File: src/rtl/lsu_dmem_master.sv
// lsu_dmem_master: CPU load/store unit mastering a word-organised data memory; sub-word stores use read-modify-write.
module lsu_dmem_master #(
  parameter int N = 32,
  parameter int M = 10
) (
  input  logic         clk,
  input  logic         rst,
  input  logic         req,
  input  logic         we,
  input  logic [2:0]   funct3,
  input  logic [N-1:0] addr,
  input  logic [N-1:0] wdata,
  output logic [N-1:0] rdata,
  output logic         busy,
  output logic         done,
  output logic         err,
  output logic [M-1:0] mem_adrs,
  output logic [N-1:0] mem_data_w,
  output logic         mem_WE,
  input  logic [N-1:0] mem_data_r
);
  typedef enum logic [2:0] {IDLE, LOAD, RMW_RD, WRITE, DONE} state_t;
  state_t state, state_n;
  logic [M-1:0] a_addr;
  logic [N-1:0] a_wdata, rmw_q, lw, mask;
  logic [2:0]   a_f3;
  logic         a_err, bad;
  logic [7:0]   b;
  logic [15:0]  h;
  logic [4:0]   sh;
  assign bad = (we ? funct3 > 3'b010 : (funct3 == 3'b011 || funct3[2:1] == 2'b11))
             || (funct3[1:0] == 2'b01 && addr[0])
             || (funct3[1:0] == 2'b10 && addr[1:0] != 2'b00);
  always_ff @(posedge clk or posedge rst)
    if (rst) begin
      state   <= IDLE;
      rdata   <= '0;
      a_addr  <= '0;
      a_wdata <= '0;
      a_f3    <= '0;
      a_err   <= 1'b0;
      rmw_q   <= '0;
    end else begin
      state <= state_n;
      if (state == IDLE && req) begin
        a_addr  <= addr[M-1:0];
        a_wdata <= wdata;
        a_f3    <= funct3;
        a_err   <= bad;
      end
      if (state == RMW_RD) rmw_q <= mem_data_r;
      if (state == LOAD) rdata <= lw;
    end
  always_comb begin
    state_n = state == IDLE   ? (req ? (bad ? DONE : !we ? LOAD : funct3 == 3'b010 ? WRITE : RMW_RD) : IDLE)
            : state == RMW_RD ? WRITE
            : state == DONE   ? IDLE
            : DONE;
    sh = {a_addr[1:0], 3'b000};
    b = 8'(mem_data_r >> sh);
    h = 16'(mem_data_r >> {a_addr[1], 4'b0000});
    lw = a_f3[1:0] == 2'b00 ? {{(N-8){b[7] & ~a_f3[2]}}, b}
       : a_f3[1:0] == 2'b01 ? {{(N-16){h[15] & ~a_f3[2]}}, h}
       : mem_data_r;
    mask = a_f3[0] ? {{(N-16){1'b0}}, 16'hFFFF} : {{(N-8){1'b0}}, 8'hFF};
    // sub-word stores merge the lane into the word captured in RMW_RD
    mem_data_w = state != WRITE ? '0
               : a_f3[1] ? a_wdata
               : (rmw_q & ~(mask << sh)) | ((a_wdata & mask) << sh);
    mem_WE   = state == WRITE;
    mem_adrs = (state == LOAD || state == RMW_RD || state == WRITE) ? a_addr : '0;
    busy     = state != IDLE;
    done     = state == DONE;
    err      = done & a_err;
  end
endmodule

File: config.mk
export PLATFORM = sky130hd
export DESIGN_NAME = lsu_dmem_master
export DESIGN_NICKNAME = d
export VERILOG_FILES = /design/src/rtl/lsu_dmem_master.sv
export SDC_FILE = /design/constraint.sdc
export NUM_CORES = 1
export LEC_CHECK = 0
export BUFFER_PORTS_ARGS = -buffer_cell sky130_fd_sc_hd__buf_4
export CAP_MARGIN = 20
export CORE_UTILIZATION = 55
export DETAILED_ROUTE_END_ITERATION = 10
export PLACE_DENSITY = 0.9
export SETUP_SLACK_MARGIN = 0.05
export SYNTH_ARGS = -nofsm -noshare
export SYNTH_HDL_FRONTEND = slang
export SYNTH_SLANG_ARGS = --single-unit
File: constraint.sdc
create_clock -name clk -period 9 [get_ports clk]
set_input_delay 0.45 -clock clk [delete_from_list [all_inputs] [get_ports clk]]
set_output_delay 0.45 -clock clk [all_outputs]
set_load 0.02 [all_outputs]
# Yosys cells after proc, flatten, opt, wreduce, memory -nomap -nowiden
# Cells that the tools add are included.
# op_classes
n_lt_le_gt_ge,1
n_eq_ne,11
shift,4
muxes,14
n_bitwise,8
reduce_logical,12
# ops
cell,count
$mux W32,4
$and A32 B16 Y32,1
$and A32 B32 Y32,1
$not A32 Y32,1
$or A32 B32 Y32,1
$shl A16 B5 Y32,1
$shl A32 B5 Y32,1
$shr A32 B5 Y16,1
$shr A32 B5 Y8,1
$mux W16,1
$mux W3,5
$eq A3 B2 Y1 const B,4
$mux W10,1
$logic_or A1 B1 Y1,5
$eq A2 B1 Y1 const B,2
$eq A2 B2 Y1 const B,2
$and A1 B1 Y1,3
$eq A3 B1 Y1 const B,1
$eq A3 B3 Y1 const B,1
$gt A3 B2 Y1 const B,1
$logic_and A1 B1 Y1,3
$logic_not A3 Y1,1
$ne A3 B2 Y1 const B,1
$reduce_bool A3 Y1,1
other kinds (5),6
# totals
register_bits,113
input_bits,103
output_inout_bits,78
wordCells,57

# Longest topological paths before layout
# Gate-level depths: netlist of run 1.
# depth
word_depth,8
depth_mapped,6

# Worst setup path before layout of run 1
# OpenSTA, ideal clock, no wires.
# synth_path
path_kind,register to output
from,register a_addr[1]
to,output port mem_data_w[17]
t_arrival_ns,1.630
path_slack_ns,6.920
stages_incl_launch_ff,6
n_path_buf,2
cell_sequence,dfrtp_1 buf_2 and3b_1 buf_1 a221oi_1 a221oi_1
# synth_between
elab_chain_len,6
elab_cells_between_ends,7
cone_classes,shift (2); mux (2); bitwise (3)
# synth_rtl
item,line_no,text
start: declaration,24,logic [M-1:0] a_addr;
start signal: assignment,46,a_addr <= addr[M-1:0];
$shl A16 B5 Y32,69,: (rmw_q & ~(mask << sh)) | ((a_wdata & mask) << sh);
$not A32 Y32,69,
$and A32 B32 Y32,69,
$or A32 B32 Y32 (*),69,
$mux W32 (*),68,: a_f3[1] ? a_wdata
$mux W32 (*),67,mem_data_w = state != WRITE ? '0
end: declaration,18,"output logic [N-1:0] mem_data_w,"
# Every way passes the cells marked *; elsewhere a longest branch is shown, timed or not.

# Worst setup path in the final report of run 1
# layout_path
from,register a_f3[0]
to,output port mem_data_w[31]
# layout_between
elab_chain_len,7
elab_cells_between_ends,9
cone_classes,shift (2); mux (3); bitwise (4)
# layout_rtl
item,line_no,text
start: declaration,26,logic [2:0] a_f3;
start signal: assignment,48,a_f3 <= funct3;
$mux W16 (*),65,"mask = a_f3[0] ? {{(N-16){1'b0}}, 16'hFFFF} : {{(N-8){1'b0}}, 8'hFF};"
$shl A16 B5 Y32,69,
$not A32 Y32,69,
$and A32 B32 Y32,69,
$or A32 B32 Y32 (*),69,
$mux W32 (*),68,
$mux W32 (*),67,
# Marked as above.

==> impl_results.md, run 1 <==
* Worst r2r src: a_addr[0]$_DFFE_PP0P_
* Tot GR Track Use at 31.3%
* Post-synthesis cell area at 5990 sq um
* Setup Crit Path Kind: reg2out
* CP Launch Type: register
* First-pass GRT wire length at 26.7 mm
* Place WS at 6.30 ns
* Largest net degree at the start of global routing at 85
* Gr ovfl total at 0
* # clock sinks at 113
* Nature of the critical path endpoint: output port
* FF-to-FF setup slack at 6.76 ns
* CP required at 8.55 ns
* Largest stage delay, worst path at 0.89 ns
* Power Dens Cells at 384 nW/um^2
* Layout area overhead at 30.8%
* Vias in the first global route at 5191
* Setup Viol. Count Final at 0
* Clock skew at 0.0106 ns
* Critical-path cell list: o21ai_1 -> or3_1 -> a31oi_1 -> buf_4
* WL/cell at 20.0 um
* Final GP Congestion at 0.888
* Post-CTS setup buffer count at 0
* Layout Nets at 814
* Synth Area per Inst at 10.4 sq um
* Post-synth EDFFs at 0
* Area leader, netlist: dfrtp_1
* Antenna Cells at 0
* Worst Hold End: a_wdata[16]$_DFFE_PP0P_
* Number of vias in the routed layout at 5325
* Post-Route WL at 17.2 mm
* Final period util at 37.2%
* WP data arrival at 2.90 ns
* Max Cap Viol at 0
* Ys Warns at 0
* Vias per inst at 6.19
* Layout fillers at 684
* Final HPWL DP at 11.6 mm
* Tightest Hold Check Type: in2reg
* Unrepaired setup endpoints after global routing: false
* Design Power at 3.01 mW
* Drt initial violations at 465
* Iteration count of the initial detailed-routing pass at 5
* Seq cells post-synth at 113
* Post-Syn Instances at 575
* TritonCTS buffer count at 17
* Slew Limit Headroom at 32.8%
* Final Instance Area at 7840 sq um
* Worst R2R Path Depth at 4
* Finished Core Util at 74.9%
* Antenna violations before repair at 0
* Antenna-violating nets left at 0
* Peak supply drop at 219 uV
* FF-to-FF End: rdata[15]$_DFFE_PP0P_
* Max-slew violations at 0
* Cell variety after synth at 42
* Commonest cells after routing, fill and taps aside: 166 x buf_4, 112 x dfrtp_1, 78 x mux2_2, 49 x a31oi_1, 48 x nand2_1
* Worst Path Max Fanout at 26
* Tightest Pin Transition at 1.00 ns
* Final Hold Viols at 0
* I/O pins at 181
* Fin crit period at 3.35 ns
* Clock slew at reported path FFs at 0.06 ns
* PnR worst setup slack at 5.65 ns
* Layout cells sized above 1 at 40.1%
* Mapped Nets at 678
* Min-Delay Path Depth at 3
* CTS H-Tree Depth at 4
* Main synth FF type: dfrtp_1
* # DRC at 0
* Starting Density at 57.3%
* Core Rows at 37
* CTS tree: yes
* Root buffer cell: clkbuf_8
* I/O Buffers at 158
* Setup_tns at 0 ns
* Resized Gates After CTS at 0
* Fmax at 298 MHz
* Pleak at 3.52 nW
* Register area share after synthesis at 47.2%
* Die span in x at 106 um
* Clock latency on the worst-skew pair at 0.53 ns
* Dpl cell area at 7130 sq um
* Synth top area share at 47.2%
* Die area at 11300 sq um
* Synth area leaders: dfrtp_1 47%, mux2_2 15%, a31oi_1 5.1%
* CORE AREA at 10500 sq um
* Ys async rst share at 100%
* Status: finished, final reports clean
* Hold Startpoint: wdata[16]
* CP max stage cell: dfrtp_1
* Most common cell after layout, fill and taps aside: buf_4
* Clock tree buffer depth at 2
* Die Ht at 106 um
worst max-delay path: cells and delay by family, from the launching register on:
family                 cells  cell delay, ns
AOI/OAI and AO/OA          2            0.79
and+or+nand+nor            1            0.50
DFF                        1            0.89
buffers and inverters      1            0.18
state kept, by name, summed over array words and instances, names as in the netlist:
name     flops
rmw_q       32
a_f3         3
a_addr      10
a_wdata     32
state        3
rdata       32
a_err        1
stage by stage:
stage,cells,hold slack (ns)
global route,860,0.133
detailed placement,824,0.455
CTS,857,0.132
global placement,824,0.456
floorplan,575,0.472
finish,860,0.138
power breakdown:
group / switching, mW / internal (mW)
Clock: 0.252 / 0.481
Sequential: 0.246 / 0.768
Combinational: 0.684 / 0.579
Total: 1.18 / 1.83
kinds of logic (layout without fill, tap and decap cells):
group	after synthesis	in the layout	synth area share (%)
flops	113	113	47.2
buf+inv	63	212	5.55
simple gates	179	179	16.6
mux	87	87	16.4
compound gates	133	133	14.3
synthesized netlist by cell type (2+ instances only):
cell,number
dfrtp_1,113
mux2_2,78
a31oi_1,49
nand2_1,48
nor2_1,37
a21oi_1,31
a221oi_1,24
clkbuf_1,22
nand3b_1,18
and3b_1,17
or3_1,17
o21ai_0,16
buf_2,13
and2_1,12
inv_1,11
nor2b_1,10
buf_6,8
mux2i_1,8
nand3_1,8
buf_4,5
buf_1,3
nand2b_1,2
nor3b_2,2
nor4_1,2
o21ai_1,2
o21bai_1,2
o21bai_2,2
cell type report:
cell class	instances	area, sq um	area share (%)
multi-input combinational	399	2850	36.4
sequential	113	2830	36.1
timing repair buffer	169	1300	16.6
clock buffer	17	414	5.28
clock inverter	15	231	2.95
tap	136	170	2.17
inverter	11	43.8	0.559
worst max-delay path by stage:
stage / startpoint / end / slack, ns
3_3_place_gp: a_f3[0]$_DFFE_PP0P_ / mem_data_w[26] / 6.39
4_1_cts: a_f3[0]$_DFFE_PP0P_ / mem_data_w[26] / 5.69
3_5_place_dp: a_f3[0]$_DFFE_PP0P_ / mem_data_w[31] / 6.30
5_1_grt: a_f3[0]$_DFFE_PP0P_ / mem_data_w[24] / 5.50
2_1_floorplan: rst / a_addr[0]$_DFFE_PP0P_ / 5.56
6_report: a_f3[0]$_DFFE_PP0P_ / mem_data_w[31] / 5.65
per-layer routing:
layer  routed length, um  GRT usage [%]
met2                8160           49.8
met4                 711           17.2
met5                   0              0
met3                1360           5.52
met1                6970           40.6
repair_timing:
action                                  CTS  global route
hold buffers                              1             0
hold endpoints to repair                 29             0
endpoints found under the setup margin    0             0
(Power assumes the default switching activity.)
==> run 2: changes to the inputs <==
Settings changed: CORE_UTILIZATION 55 to 52, PLACE_DENSITY 0.9 to 0.86.
Clock period 9 ns to 3.2 ns, I/O delays scaled along.
==> run 2 against run 1 <==
Clock power increased to 2.7 times the previous value; final area increased by 5.4%; largest power group unchanged; die area increased by 5.7%; core utilization about the same; routed wire length increased by 7.5%; sequential cell count unchanged; combinational power increased to 2.9 times the previous value; total power increased to 2.8 times the previous value; register-to-register slack got worse by 5.7 ns; global-route usage increased by 1.5 points; count of clock-buffer cells in the layout unchanged.
==> impl_results.md, run 2 (synthesis results as in run 1) <==
* Antenna violations before repair at 0 (unchanged)
* Clock skew at 0.00844 ns (was 0.0106 ns)
* Setup Viol. Count Final at 0 (unchanged)
* Layout fillers at 724 (was 684)
* Min-Delay Path Depth at 2 (was 3)
* Clock slew at reported path FFs at 0.06 ns (about the same)
* CTS tree: yes (unchanged)
* Final HPWL DP at 12.0 mm (was 11.6 mm)
* Final period util at 83.9%
* Largest stage delay, worst path at 0.62 ns (was 0.89 ns)
* Vias per inst at 6.06 (was 6.19)
* Sw Ratio at 40.0% (was 39.3%)
* Tot GR Track Use at 32.7% (was 31.3%)
* Number of vias in the routed layout at 5515 (was 5325)
* Clock latency on the worst-skew pair at 0.42 ns (was 0.53 ns)
* Dpl cell area at 7180 sq um (was 7130 sq um)
* CTS H-Tree Depth at 4 (unchanged)
* Cells after DPL at 830 (was 824)
* Layout Nets at 860 (was 814)
* Final GP Congestion at 0.927 (was 0.888)
* Register share of total power at 34.3% (was 33.7%)
* Worst r2r src: state[2]$_DFF_PP0_ (was a_addr[0]$_DFFE_PP0P_)
* Power Dens Cells at 1020 nW/um^2 (was 384 nW/um^2)
* Die area at 12000 sq um (was 11300 sq um)
* FF-to-FF setup slack at 1.07 ns (was 6.76 ns)
* Regs by FF count: a_wdata: 32 flops, rdata: 32 flops, rmw_q: 32 flops (unchanged)
* Antenna-violating nets left at 0 (unchanged)
* Worst R2R Path Depth at 3 (was 4)
* Unrepaired setup endpoints after global routing: false (unchanged)
* Antenna Cells at 0 (unchanged)
* Final Hold Viols at 0 (unchanged)
* Critical-path cell list: buf_4 -> o21bai_2 -> or3_1 -> a31oi_1 -> buf_4 (was o21ai_1 -> or3_1 -> a31oi_1 -> buf_4)
* Pleak at 3.69 nW (was 3.52 nW)
* Gr ovfl total at 0 (unchanged)
* Hold Startpoint: mem_data_r[19] (was wdata[16])
* Worst Path Max Fanout at 16 (was 26)
* Most used cell, CP: buf_4
* Clock tree buffer depth at 2 (unchanged)
* # clock sinks at 113 (unchanged)
* Most common cell after layout, fill and taps aside: buf_4 (unchanged)
* Final Instance Area at 8270 sq um (was 7840 sq um)
* First-pass GRT wire length at 28.9 mm (was 26.7 mm)
* CP Launch Type: register (unchanged)
* Setup Crit Path Kind: reg2out (unchanged)
* Peak supply drop at 532 uV (was 219 uV)
* Clock Power Share at 23.1% (was 24.4%)
* Max-slew violations at 0 (unchanged)
* I/O Buffers at 158 (unchanged)
* Starting Density at 54.3% (was 57.3%)
* Core Rows at 38 (was 37)
* Finished Layout Cells at 910 (was 860)
* Fmax at 373 MHz
* Status: finished, final reports clean (unchanged)
* Fin crit period at 2.68 ns
* Drt initial violations at 345 (was 465)
* Switching pwr at 3.39 mW (was 1.18 mW)
* Vias in the first global route at 5483 (was 5191)
* FF-to-FF End: rdata[13]$_DFFE_PP0P_ (was rdata[15]$_DFFE_PP0P_)
* Die span in x at 109 um (was 106 um)
* CP max stage cell: dfrtp_1 (unchanged)
* Post-Route WL at 18.5 mm (was 17.2 mm)
* Iteration count of the initial detailed-routing pass at 5 (unchanged)
* WL/cell at 20.3 um (was 20.0 um)
* Die Ht at 109 um (was 106 um)
* Layout cells sized above 1 at 37.7% (was 40.1%)
* CP required at 3.04 ns (was 8.55 ns)
* Commonest cells after routing, fill and taps aside: 166 x buf_4, 112 x dfrtp_1, 78 x mux2_2, 49 x a31oi_1, 48 x nand2_1 (unchanged)
* Multi-input gate area at 2850 sq um (unchanged)
* Setup_tns at 0 ns (unchanged)
* Sequential Area at 2830 sq um (unchanged)
* Layout area overhead at 37.9% (was 30.8%)
* WP data arrival at 2.52 ns (was 2.90 ns)
* Worst Hold End: rmw_q[19]$_DFFE_PP0P_ (was a_wdata[16]$_DFFE_PP0P_)
* Comb power frac at 42.6% (was 42.0%)
* # DRC at 0 (unchanged)
* Tightest Pin Transition at 0.958 ns (was 1.00 ns)
* Resized Gates After CTS at 0 (unchanged)
* Max Cap Viol at 0 (unchanged)
* Largest net degree at the start of global routing at 69 (was 85)
* CORE AREA at 11000 sq um (was 10500 sq um)
* Cell internal pwr at 5.08 mW (was 1.83 mW)
* Root buffer cell: clkbuf_16 (was clkbuf_8)
* I/O pins at 181 (unchanged)
* TritonCTS buffer count at 17 (unchanged)
* Tightest Hold Check Type: in2reg (unchanged)
* Nature of the critical path endpoint: output port (unchanged)
* Slew Limit Headroom at 35.7% (was 32.8%)
run 2: power groups by stage:
stage          Clock (mW)  Sequential, mW  Combinational [mW]
2_1_floorplan           0            2.75                2.49
3_3_place_gp            0            2.84                3.35
3_5_place_dp            0            2.89                3.45
4_1_cts              1.96            2.88                3.55
5_1_grt              2.03            2.98                3.90
6_report             1.95            2.90                3.60
run 2: cell type report:
class / count / area share, %
multi-input cells: 399 / 34.5
flip-flops and latches: 113 / 34.2
repair buffers: 215 / 21.3
clock buffers: 17 / 5.15
clock inverters: 15 / 2.23
well taps: 140 / 2.12
inverters: 11 / 0.530
run 2: layer usage:
metal | part of all wire, % | vias up | track usage (%) | wire (um)
li1 | - | 2461 | - | -
met1 | 42 | 2709 | 41.9 | 7710
met2 | 48 | 296 | 53.3 | 8800
met3 | 7.2 | 49 | 7.29 | 1340
met4 | 3.4 | 0 | 14.7 | 635
met5 | 0 | - | 0 | 0
run 2: how the worst max path moves through the flow:
| stage | to | cells after the start | startpoint | slack, ns |
|---|---|---|---|---|
| after floorplan | a_addr[0]$_DFFE_PP0P_ | 1 | rst | 0.05 |
| after global placement | mem_data_w[11] | 5 | a_addr[0]$_DFFE_PP0P_ | 1.08 |
| after detailed placement | mem_data_w[11] | 5 | a_addr[0]$_DFFE_PP0P_ | 1.05 |
| after CTS | mem_data_w[23] | 5 | a_addr[0]$_DFFE_PP0P_ | 0.58 |
| after global routing | mem_data_w[11] | 5 | a_addr[0]$_DFFE_PP0P_ | 0.41 |
| final | mem_data_w[11] | 5 | a_addr[0]$_DFFE_PP0P_ | 0.52 |
run 2: timing repair:
item	4_1_cts	5_1_grt
hold buffers	46	1
endpoints found under the hold margin	98	1
setup buffers	0	0
run 2: critical path, delay by kind of cell, from the launching register on:
kind | cells | cell delay, ns
buf+inv | 2 | 0.54
flops | 1 | 0.62
compound gates | 2 | 0.55
simple gates | 1 | 0.40
run 2: stage by stage:
step | hold slack, ns | power, mW | utilization, % | setup WS (ns)
2_1_floorplan | 0.277 | 5.24 | - | 0.0526
3_3_place_gp | 0.297 | 6.19 | 65.1 | 1.08
3_5_place_dp | 0.307 | 6.34 | 65.1 | 1.05
4_1_cts | 0.00216 | 8.38 | 74.8 | 0.578
5_1_grt | 0.00385 | 8.91 | 74.9 | 0.414
6_report | 0.00522 | 8.46 | 74.9 | 0.516
